$ cat src/rtl/sd_pcm_decoder.sv
// sd_pcm_decoder
// Second-order CIC (sinc^2) decimator that turns a 1-bit sigma-delta bitstream
// into 10-bit excess-512 PCM. A density of p decodes to p*1024, clipped to 1023.
//
// Ports
//   Clk       in   1   system clock
//   Reset     in   1   asynchronous, active-high reset
//   Ce        in   1   bitstream sample enable; filter state frozen when low
//   SdIn      in   1   sigma-delta bitstream (1 = high density)
//   PcmOut    out  10  decoded sample, excess-512 (512 = mid-scale)
//   PcmValid  out  1   one-cycle pulse marking a new PcmOut
//   PcmSat    out  1   PcmOut was clipped; held alongside PcmOut
//
// Parameters
//   DECIM_LOG2  decimation ratio R = 2**DECIM_LOG2, legal range 5..8
//   SYNC_EN     1: two-flop synchronizer on SdIn, 0: SdIn used directly
module sd_pcm_decoder #(
  parameter int unsigned DECIM_LOG2 = 5,
  parameter bit          SYNC_EN    = 1'b1
) (
  input  logic       Clk,
  input  logic       Reset,
  input  logic       Ce,
  input  logic       SdIn,
  output logic [9:0] PcmOut,
  output logic       PcmValid,
  output logic       PcmSat
);

  // Accumulator width: R^2 (the largest comb result) must fit.
  localparam int unsigned W     = 2 * DECIM_LOG2 + 1;
  localparam int unsigned CW    = DECIM_LOG2;
  localparam int unsigned SHIFT = 2 * DECIM_LOG2 - 10;

  typedef enum logic [1:0] {
    ST_WARM0 = 2'd0,
    ST_WARM1 = 2'd1,
    ST_RUN   = 2'd2
  } state_t;

  logic          r_sync1;
  logic          r_sync2;
  logic [W-1:0]  r_i1;
  logic [W-1:0]  r_i2;
  logic [W-1:0]  r_z1;
  logic [W-1:0]  r_z2;
  logic [CW-1:0] r_cnt;
  logic [9:0]    r_pcm;
  logic          r_valid;
  logic          r_sat;
  state_t        r_state;

  logic          w_s;
  logic          w_event;
  logic [W-1:0]  w_i1n;
  logic [W-1:0]  w_i2n;
  logic [W-1:0]  w_d1;
  logic [W-1:0]  w_d2;
  logic [W-1:0]  w_v;
  logic          w_sat;
  logic [9:0]    w_pcm;

  // Synchronizer runs every clock regardless of Ce.
  always_ff @(posedge Clk or posedge Reset) begin
    if (Reset) begin
      r_sync1 <= 1'b0;
      r_sync2 <= 1'b0;
    end else begin
      r_sync1 <= SdIn;
      r_sync2 <= r_sync1;
    end
  end

  assign w_s = SYNC_EN ? r_sync2 : SdIn;

  // Integrators and combs are modulo 2^W; wrap is harmless because the
  // true comb output never exceeds R^2.
  assign w_i1n   = r_i1 + W'(w_s);
  assign w_i2n   = r_i2 + w_i1n;
  assign w_d1    = w_i2n - r_z1;
  assign w_d2    = w_d1 - r_z2;
  assign w_v     = w_d2 >> SHIFT;
  assign w_sat   = (w_v > W'(1023));
  assign w_pcm   = w_sat ? 10'd1023 : w_v[9:0];
  assign w_event = Ce && (&r_cnt);

  // Filter datapath, output registers and warm-up state machine.
  always_ff @(posedge Clk or posedge Reset) begin
    if (Reset) begin
      r_i1    <= '0;
      r_i2    <= '0;
      r_z1    <= '0;
      r_z2    <= '0;
      r_cnt   <= '0;
      r_pcm   <= 10'd0;
      r_valid <= 1'b0;
      r_sat   <= 1'b0;
      r_state <= ST_WARM0;
    end else begin
      r_valid <= 1'b0;
      if (Ce) begin
        r_i1  <= w_i1n;
        r_i2  <= w_i2n;
        r_cnt <= r_cnt + CW'(1);
        if (w_event) begin
          r_z1  <= w_i2n;
          r_z2  <= w_d1;
          r_pcm <= w_pcm;
          r_sat <= w_sat;
          // First two frames only fill the comb pipeline.
          r_valid <= (r_state == ST_RUN);
          case (r_state)
            ST_WARM0: r_state <= ST_WARM1;
            ST_WARM1: r_state <= ST_RUN;
            default:  r_state <= ST_RUN;
          endcase
        end
      end
    end
  end

  assign PcmOut   = r_pcm;
  assign PcmValid = r_valid;
  assign PcmSat   = r_sat;

endmodule

$ cat config.mk
export PLATFORM = sky130hd
export DESIGN_NAME = sd_pcm_decoder
export DESIGN_NICKNAME = d
export VERILOG_FILES = /design/src/rtl/sd_pcm_decoder.sv
export SDC_FILE = /design/constraint.sdc
export NUM_CORES = 1
export LEC_CHECK = 0
export ABC_AREA = 1
export BUFFER_PORTS_ARGS = -buffer_cell sky130_fd_sc_hd__clkbuf_2
export CAP_MARGIN = 25
export CORE_MARGIN = 2
export CORE_UTILIZATION = 50
export CTS_BUF_LIST = sky130_fd_sc_hd__clkbuf_8
export DETAILED_ROUTE_END_ITERATION = 7
export PLACE_DENSITY = 0.69
export SLEW_MARGIN = 20
export SYNTH_ARGS = -nofsm -noshare
export SYNTH_HDL_FRONTEND = slang
export SYNTH_SLANG_ARGS = --single-unit
export TNS_END_PERCENT = 100
$ cat constraint.sdc
create_clock -name Clk -period 4.3 [get_ports Clk]
set_input_delay 0.215 -clock Clk [delete_from_list [all_inputs] [get_ports Clk]]
set_output_delay 0.215 -clock Clk [all_outputs]
set_load 0.005 [all_outputs]
# Yosys cells after proc, flatten, opt, wreduce, memory -nomap -nowiden
# Cells that the tools add are included.
classes:
  order_cmp: 1
  n_eq_ne: 1
  n_mux: 4
  add_sub_neg: 5
  reduce_logical: 4
op_table:
  columns: ["cell", "count"]
  rows:
  - ["$sub 11x11->11", 2]
  - ["$add 11x1->11", 1]
  - ["$add 11x11->11", 1]
  - ["$gt 11x10->1 const B", 1]
  - ["$mux 10", 1]
  - ["$add 5x1->5 const B", 1]
  - ["$reduce_and 5->1", 1]
  - ["$eq 2x2->1 const B", 1]
  - ["$logic_not 2->1", 1]
  - ["$mux 1", 2]
  - ["$mux 2", 1]
  - ["$reduce_and 2->1", 1]
  - ["$logic_and 1x1->1", 1]
totals:
  ff_bits: 65
  word_cells: 26
  input_bits: 4
  output_inout_bits: 12

# Depth between registers and ports, before layout
# Gate-level depths: netlist of the first run.
logic_depth:
  depth_word: 6
  ltp_mapped: 31
  depth_no_buf: 30

# Worst setup path after synthesis of the first run
# Ideal clock, no wire load.
synth_timing:
  path_kind: "register to register"
  startpoint: "register r_i1[0]"
  endpoint: "register r_pcm[0], in the netlist PcmOut[0]"
  synth_period_minus_slack_ps: 4313
  stages_incl_launch_ff: 28
  required_time_ps: 4184
  path_buffers: 1
  t_arrival_ps: 4197
  setup_slack_ps: -13
  setup_time_ps: 116
  cell_sequence: "dfrtp_1 > ha_1 > ha_1 > nand3_2 > xor2_1 > ha_1 > a21oi_1 > inv_1 > a31oi_1 > xnor2_1 > ha_1 > a21oi_1 > nand2_1 > a21oi_1 > o21bai_1 > xor2_1 > inv_1 > ha_1 > inv_1 > nor4_1 > nand2_1 > o311ai_1 > a31oi_1 > nand3_2 > buf_6 > nand3_2 > nand2_1 > nand2_1"
synth_via:
  elab_chain_len: 6
synth_lines:
  columns: ["item", "line", "text"]
  rows:
  - ["start: declaration", "43", "logic [W-1:0] r_i1;"]
  - ["start signal: assignment", "102", "r_i1 <= w_i1n;"]
  - ["$add 11x1->11", "78", "assign w_i1n = r_i1 + W'(w_s);"]
  - ["via w_i1n[4]", "55", "logic [W-1:0] w_i1n;"]
  - ["$add 11x11->11", "79", "assign w_i2n = r_i2 + w_i1n;"]
  - ["via w_i2n[5]", "56", "logic [W-1:0] w_i2n;"]
  - ["$sub 11x11->11", "80", "assign w_d1 = w_i2n - r_z1;"]
  - ["via w_d1[8]", "57", "logic [W-1:0] w_d1;"]
  - ["$sub 11x11->11", "81", "assign w_d2 = w_d1 - r_z2;"]
  - ["$gt 11x10->1", "83", "assign w_sat = (w_v > W'(1023));"]
  - ["$mux 10", "84", "assign w_pcm = w_sat ? 10'd1023 : w_v[9:0];"]
  - ["end signal: assignment", "108", "r_pcm <= w_pcm;"]
  - ["end: declaration", "48", "logic [9:0] r_pcm;"]
# The timed path passes the listed nets, and every way through them passes these cells.
# A chain may end at the register's enable or synchronous reset.

# Final worst setup path of the first run
layout_timing:
  startpoint: "register r_i1[0]"
  endpoint: "register r_pcm[3], in the netlist PcmOut[3]"
# Same word-level chain as after synthesis.

==> reports/qor_table.md, run 1 <==
| Stage | Result | Reported |
|:---|:---|:---|
| setup path | Type of the worst setup path | reg2reg |
| cells and area | Synth-to-layout area growth | 30.13% |
| floorplanning | Chip height | 96.04 um |
| clock tree | Max clock buf depth | 2 |
| setup path | Startpoint kind of the worst setup timing path | register |
| global route | Number of antenna violations at the first check in global routing | 0 |
| clock tree | Number of H-tree branching levels | 3 |
| timing | Unrepaired setup endpoints after global routing | yes |
| routing | Aggregate routed wire length | 9694 um |
| timing | Upper clock frequency limit | 218.4 MHz |
| floorplanning | Horizontal die dimension | 96.04 um |
| yosys | Predominant post-synthesis flop cell | sky130_fd_sc_hd__dfrtp_1 |
| yosys | Avg Cell Area, Syn | 8.129 um^2 |
| timing | Minimum clock period | 4.579 ns |
| yosys | Number of synthesized flops with an enable pin | 0 |
| setup path | Cell repeated most along the worst path | sky130_fd_sc_hd__ha_4 |
| yosys | Yosys synthesis warning count | 0 |
| global route | GRT Total Usage | 22.74% |
| timing | Max transition margin | 44.05% |
| outcome | Violations in the final reports | negative setup slack |
| yosys | Post-Syn Area | 0.004235 mm^2 |
| setup path | Largest fanout on the critical path | 6 |
| routing | Mean routed wirelength per cell | 13.46 um |
| floorplanning | Std-Cell Core Area | 0.008217 mm^2 |
| floorplanning | Rows | 33 |
| setup path | Slowest Stage Delay on Critical Path | 0.41 ns |
| clock tree | Clock slew at the register clock pins of the worst setup and hold paths | 0.07 ns |
| setup path | Crit. End Element | register |
| global route | Vias in the first global route | 3833 |
| yosys | Syn nets | 562 |
| timing | Max-slew violations | 0 |
| timing | Setup total negative slack | -2.885 ns |
| routing | Drt via density | 5.074 |
| global route | Remaining global-route overflow | 0 |
| min path | Worst Hold Class | in2async |
| yosys | Distinct cell type count of the synthesized netlist | 38 |
| floorplanning | Initial Utilization | 51.55% |
| routing | Via count | 3653 |
| outcome | Result of the run | finished with violations |
| setup path | Max stage delay cell, worst path | sky130_fd_sc_hd__dfrtp_1 |
| placed design | Placed cell count | 680 |
| global route | Largest net degree at the start of global routing | 66 |
| cells and area | N_diodes | 0 |
| setup path | Arrival time at the worst endpoint | 4.81 ns |
| clock tree | Insertion delay of the later-clocked pin in the worst-skew pair | 0.35 ns |
| timing | Period Utilization, post-route | 106.5% |
| clock tree | Master cell of the clock root buffer | sky130_fd_sc_hd__clkbuf_8 |
| clock tree | CTS Buf Count | 9 |
| timing | Transition time at the pin with the least slew margin | 0.8393 ns |
| routing | Number of design rule violations left after detail routing | 0 |
| clock tree | TritonCTS clock tree | built |
| yosys | Sequential fraction of the synthesis area | 38.40% |
| run | Number of maximum-capacitance constraint violations | 0 |
| routing | Pre-antenna DRT Iters | 4 |
| placed design | Input/output buffers | 15 |
| routing | Drt first-iter violations | 134 |
| setup path | Count of cells along the worst register-to-register path | 28 |
| cells and area | Final standard cell count with taps included and fillers excluded | 720 |
| cells and area | Final Core Density | 67.08% |
| yosys | Flops & latches, synth | 65 |
| yosys | Synthesized instance count | 521 |
| floorplanning | Count of boundary I/O pins | 16 |
| timing | Worst Setup Slack, final | -0.2794 ns |
| global route | Global-route wire length before repair | 16390 um |
| cells and area | Proportion of layout cells with a drive suffix above 1 | 30.08% |
| setup path | Data required time of the critical path | 4.53 ns |
| floorplanning | Area enclosed by the die boundary | 0.009223 mm^2 |
| timing | Final setup violation count | 11 |
| timing | Worst-case clock skew | 0.008387 ns |
| clock tree | Total number of clock tree sinks | 65 |
| cells and area | Post-layout net count | 651 |
| placed design | Final RePlAce weighted congestion | 0.9205 |
| placed design | Half-perimeter wire length of the detailed placement result | 6226 um |
| routing | Count of antenna-violating nets left after detailed routing | 0 |
| timing | Final hold violation count | 0 |
| yosys | Fraction of registers with async set or reset after synthesis | 100.0% |
## worst max-delay path: cells and delay by family (launching register included)
kind | cells | cell delay [ns]
flip-flops | 1 | 0.41
buffers and inverters | 5 | 0.54
adder cells (fa/ha/maj) | 5 | 1.16
XOR/XNOR | 3 | 0.58
AND/OR/NAND/NOR | 9 | 0.87
AO/OA/AOI/OAI | 6 | 0.87
## final timing paths
path | from | endpoint | slack [ns]
min in group Clk | r_sync1 | r_sync2 | 0.36
max in group asynchronous | Reset | r_z1[4] | 3.66
max | r_i1[0] | PcmOut[3] | -0.28
max reg2reg | r_i1[0] | PcmOut[3] | -0.28
min | Reset | r_z2[10] | 0.09
min reg2reg | r_sync1 | r_sync2 | 0.36
## timing repair
| item | 4_1_cts | 5_1_grt |
|---|---|---|
| pin swaps | 26 | 20 |
| endpoints found under the setup margin | 11 | 11 |
| setup buffers | 14 | 7 |
| endpoints found under the hold margin | 1 | 0 |
| gates cloned | 2 | 0 |
| hold buffers | 1 | 0 |
| resized for setup | 33 | 31 |
## cell type report
| class | instances | area [um^2] |
|---|---|---|
| Clock buffer | 10 | 137.6 |
| Multi-Input combinational cell | 371 | 2619 |
| Fill cell | 658 | 2705 |
| Inverter | 73 | 281.5 |
| Timing Repair Buffer | 90 | 664.4 |
| Clock inverter | 6 | 51.30 |
| Tap cell | 105 | 131.4 |
| Sequential cell | 65 | 1627 |
## metal layers
| metal | GRT usage [%] | routed length, um | vias up |
|---|---|---|---|
| li1 | - | - | 1851 |
| met1 | 25.61 | 4203 | 1730 |
| met2 | 41.26 | 5001 | 47 |
| met3 | 4.699 | 201 | 25 |
| met4 | 9.762 | 287 | 0 |
| met5 | 0 | 0 | - |
## through the flow
step                      hold slack (ns)  setup slack, ns  area (um^2)
after floorplan                    0.2464          0.02571         4242
after global placement             0.3265          -0.2555         4746
after detailed placement           0.3259          -0.5168         4773
after CTS                          0.1263          -0.2213         5274
after global routing               0.1718          -0.5501         5512
final                             0.09058          -0.2794         5512
## Yosys cell counts, drive strengths merged (2+ instances only)
cell type,n,area [um^2]
nand2,161,631.9
inv,71,266.5
dfrtp,65,1627
o21ai,42,210.2
nand3,39,297.8
ha,34,425.4
xor2,24,210.2
a21oi,21,105.1
nor2,10,47.55
clkbuf,8,40.04
xnor2,8,70.07
a31oi,7,43.79
buf,6,52.55
nor3,5,25.02
fa,3,60.06
o21bai,3,22.52
clkinv,2,7.510
nand4,2,12.51
## flip-flops by register name (all words and copies together), names as in the netlist
signal / flops
r_cnt: 5
PcmValid: 1
r_state: 2
r_i1: 11
r_z1: 11
PcmOut: 10
PcmSat: 1
r_i2: 11
r_sync1: 1
r_sync2: 1
r_z2: 11
## cell usage in the layout, fill, tap and decap left out, types with 9 or more instances in the layout
| cell type | instances |
|---|---|
| sky130_fd_sc_hd__a21oi_1 | 15 |
| sky130_fd_sc_hd__clkbuf_8 | 10 |
| sky130_fd_sc_hd__nand2_1 | 144 |
| sky130_fd_sc_hd__buf_4 | 72 |
| sky130_fd_sc_hd__clkbuf_2 | 15 |
| sky130_fd_sc_hd__o21ai_1 | 10 |
| sky130_fd_sc_hd__nand3_2 | 18 |
| sky130_fd_sc_hd__nand2_2 | 15 |
| sky130_fd_sc_hd__dfrtp_1 | 65 |
| sky130_fd_sc_hd__o21ai_0 | 29 |
| sky130_fd_sc_hd__ha_1 | 25 |
| sky130_fd_sc_hd__xor2_1 | 19 |
| sky130_fd_sc_hd__inv_1 | 66 |
| sky130_fd_sc_hd__nand3_1 | 18 |
| sky130_fd_sc_hd__ha_4 | 9 |
## kinds of logic (layout without fill, tap and decap cells)
| family | count (synthesis) | count (layout) | synth area share [%] |
|---|---|---|---|
| xor+xnor | 32 | 32 | 6.617 |
| fa+ha+maj | 37 | 37 | 11.46 |
| buf+inv | 87 | 179 | 8.656 |
| simple gates | 220 | 222 | 24.43 |
| compound gates | 80 | 80 | 10.43 |
| flops | 65 | 65 | 38.40 |
Power of run 1 is left out: the tool's default activity adds up to more than one toggle a clock period on the data nets, which glitch-free logic cannot reach.
==> inputs of run 2 (changes only) <==
--- a/config.mk
+++ b/config.mk
@@ -9,10 +9,9 @@
 export BUFFER_PORTS_ARGS = -buffer_cell sky130_fd_sc_hd__clkbuf_2
 export CAP_MARGIN = 25
 export CORE_MARGIN = 2
-export CORE_UTILIZATION = 50
+export CORE_UTILIZATION = 40
 export CTS_BUF_LIST = sky130_fd_sc_hd__clkbuf_8
 export DETAILED_ROUTE_END_ITERATION = 7
-export PLACE_DENSITY = 0.69
 export SLEW_MARGIN = 20
 export SYNTH_ARGS = -nofsm -noshare
 export SYNTH_HDL_FRONTEND = slang
==> run 2 against run 1 <==
Count of clock-buffer cells in the layout is the same. Critical endpoint is now PcmOut[4]. Register-to-register slack gained 0.18 ns. Cell area grew 6.1%. The flow still finishes with violations (negative setup slack). Via count shrank 0.36%. Worst setup slack gained 0.18 ns. Final cell count grew 4.7%. Die area grew 24%.
==> reports/qor_table.md, run 2 (synthesized netlist as in run 1, its figures left out) <==
| Stage | Result | Reported | Delta |
|:---|:---|:---|:---|
| global route | Vias in the first global route | 3712 | -3.2% |
| global route | Largest net degree at the start of global routing | 40 | -39% |
| timing | Minimum clock period | 4.402 ns | -0.1775 ns |
| clock tree | Max clock buf depth | 2 | unchanged |
| setup path | Startpoint kind of the worst setup timing path | register |  |
| setup path | Count of cells along the worst register-to-register path | 28 | unchanged |
| timing | Max transition margin | 50.47% | +6.4 points |
| min path | Worst Hold Class | reg2reg |  |
| global route | Number of antenna violations at the first check in global routing | 0 | unchanged |
| timing | Upper clock frequency limit | 227.2 MHz | +4.0% |
| clock tree | Master cell of the clock root buffer | sky130_fd_sc_hd__clkbuf_8 |  |
| clock tree | Clock slew at the register clock pins of the worst setup and hold paths | 0.07 ns | about the same |
| setup path | Data required time of the critical path | 4.53 ns | about the same |
| global route | Remaining global-route overflow | 0 | unchanged |
| routing | Via count | 3640 | -0.36% |
| clock tree | CTS Buf Count | 9 | unchanged |
| cells and area | Most frequent cells in the layout | sky130_fd_sc_hd__nand2_1, sky130_fd_sc_hd__buf_4, sky130_fd_sc_hd__dfrtp_1 |  |
| setup path | Type of the worst setup path | reg2reg |  |
| setup path | Arrival time at the worst endpoint | 4.64 ns | -0.17 ns |
| timing | Worst-case clock skew | 0.007979 ns | -0.0004075 ns |
| setup path | Largest fanout on the critical path | 5 | -1 |
| setup path | Max stage delay cell, worst path | sky130_fd_sc_hd__dfrtp_1 |  |
| routing | Number of design rule violations left after detail routing | 0 | unchanged |
| floorplanning | Rows | 37 | +12% |
| outcome | Violations in the final reports | negative setup slack |  |
| timing | Worst Setup Slack, final | -0.1019 ns | +0.1775 ns |
| routing | Aggregate routed wire length | 9916 um | +2.3% |
| global route | Global-route wire length before repair | 16540 um | +0.88% |
| routing | Pre-antenna DRT Iters | 4 | unchanged |
| outcome | Result of the run | finished with violations |  |
| run | Number of maximum-capacitance constraint violations | 0 | unchanged |
| placed design | Final RePlAce weighted congestion | 0.8565 | -7.0% |
| cells and area | Final std cell area, no fill | 0.005848 mm^2 | +6.1% |
| timing | Final hold violation count | 0 | unchanged |
| routing | Drt first-iter violations | 120 | -10% |
| placed design | Placement-stage cell area | 0.004855 mm^2 | +1.7% |
| cells and area | Most common cell after layout, fill and taps aside | sky130_fd_sc_hd__nand2_1 |  |
| cells and area | Proportion of layout cells with a drive suffix above 1 | 33.50% | +3.4 points |
| placed design | Input/output buffers | 15 | unchanged |
| placed design | Half-perimeter wire length of the detailed placement result | 6370 um | +2.3% |
| floorplanning | Count of boundary I/O pins | 16 | unchanged |
| floorplanning | Std-Cell Core Area | 0.01032 mm^2 | +26% |
| clock tree | Number of H-tree branching levels | 3 | unchanged |
| timing | Max-slew violations | 0 | unchanged |
| cells and area | Fill cell instance count of the final layout | 880 | +34% |
| timing | Setup total negative slack | -0.9263 ns | +1.959 ns |
| global route | GRT Total Usage | 18.09% | -4.6 points |
| routing | Drt via density | 4.828 | -4.8% |
| timing | Final setup violation count | 11 | unchanged |
| floorplanning | Initial Utilization | 41.03% | -11 points |
| routing | Mean routed wirelength per cell | 13.15 um | -2.3% |
| cells and area | N_diodes | 0 | unchanged |
| placed design | Worst slack at placement | -0.4896 ns | +0.02720 ns |
| routing | Count of antenna-violating nets left after detailed routing | 0 | unchanged |
| floorplanning | Chip height | 106.9 um | +11% |
| timing | Unrepaired setup endpoints after global routing | yes |  |
| timing | Transition time at the pin with the least slew margin | 0.7385 ns | -0.1008 ns |
| clock tree | Insertion delay of the later-clocked pin in the worst-skew pair | 0.34 ns | about the same |
| floorplanning | Area enclosed by the die boundary | 0.01143 mm^2 | +24% |
| cells and area | Synth-to-layout area growth | 38.08% |  |
| setup path | Slowest Stage Delay on Critical Path | 0.39 ns | -0.02 ns |
| clock tree | Total number of clock tree sinks | 65 | unchanged |
| setup path | Crit. End Element | register |  |
| floorplanning | Horizontal die dimension | 106.9 um | +11% |
| min path | Hold Path Depth | 0 |  |
| cells and area | Post-layout net count | 655 | +0.61% |
| clock tree | TritonCTS clock tree | built |  |
| timing | Period Utilization, post-route | 102.4% | -4.1 points |
-- run 2: worst max-delay path: cells and delay by family (launching register included) --
kind | cells | cell delay (ns)
AOI/OAI and AO/OA | 6 | 1.00
xor gates and xnor gates | 3 | 0.60
adders and majority gates | 5 | 1.11
buffers and inverters | 4 | 0.38
DFF | 1 | 0.39
and+or+nand+nor | 10 | 0.80
-- run 2: final cells by class --
class / count / area (um^2) / area share [%]
well taps: 136 / 170.2 / 2.910
clock inverters: 5 / 80.08 / 1.369
repair buffers: 95 / 740.7 / 12.67
flip-flops and latches: 65 / 1627 / 27.81
clock buffers: 10 / 137.6 / 2.353
multi-input cells: 370 / 2816 / 48.16
inverters: 73 / 276.5 / 4.728
-- run 2: timing repair --
action,in CTS,in global routing
hold endpoints to repair,27,0
resized for setup,44,45
cloned,2,0
hold buffers,2,0
pin swaps,30,36
endpoints found under the setup margin,11,11
buffers inserted,12,8
-- run 2: path summary, 6_finish.rpt --
path	startpoint	to	slack [ns]
setup / recovery	r_i1[0]	PcmOut[4]	-0.10
hold / removal	r_sync1	r_sync2	0.36
setup reg to reg	r_i1[0]	PcmOut[4]	-0.10
hold reg to reg	r_sync1	r_sync2	0.36
max in group asynchronous	Reset	r_z1[0]	2.90
min in group asynchronous	Reset	r_z1[10]	0.48
-- run 2: through the flow --
stage	hold WS, ns	util [%]	cells
2_1_floorplan	0.2464	-	521
3_3_place_gp	0.2830	46.76	714
3_5_place_dp	0.2966	47.02	715
4_1_cts	0.3645	53.19	746
5_1_grt	0.3796	56.65	754
6_report	0.3579	56.65	754
-- run 2: metal layers --
| metal | up-vias | share of wire, % | track usage, % |
|---|---|---|---|
| met1 | 1714 | 42 | 20.74 |
| met4 | 0 | 2.3 | 5.751 |
| met3 | 19 | 2.5 | 3.891 |
| li1 | 1857 | - | - |
| met2 | 50 | 53 | 33.39 |
| met5 | - | 0 | 0 |
Power of run 2 is left out for the same reason.
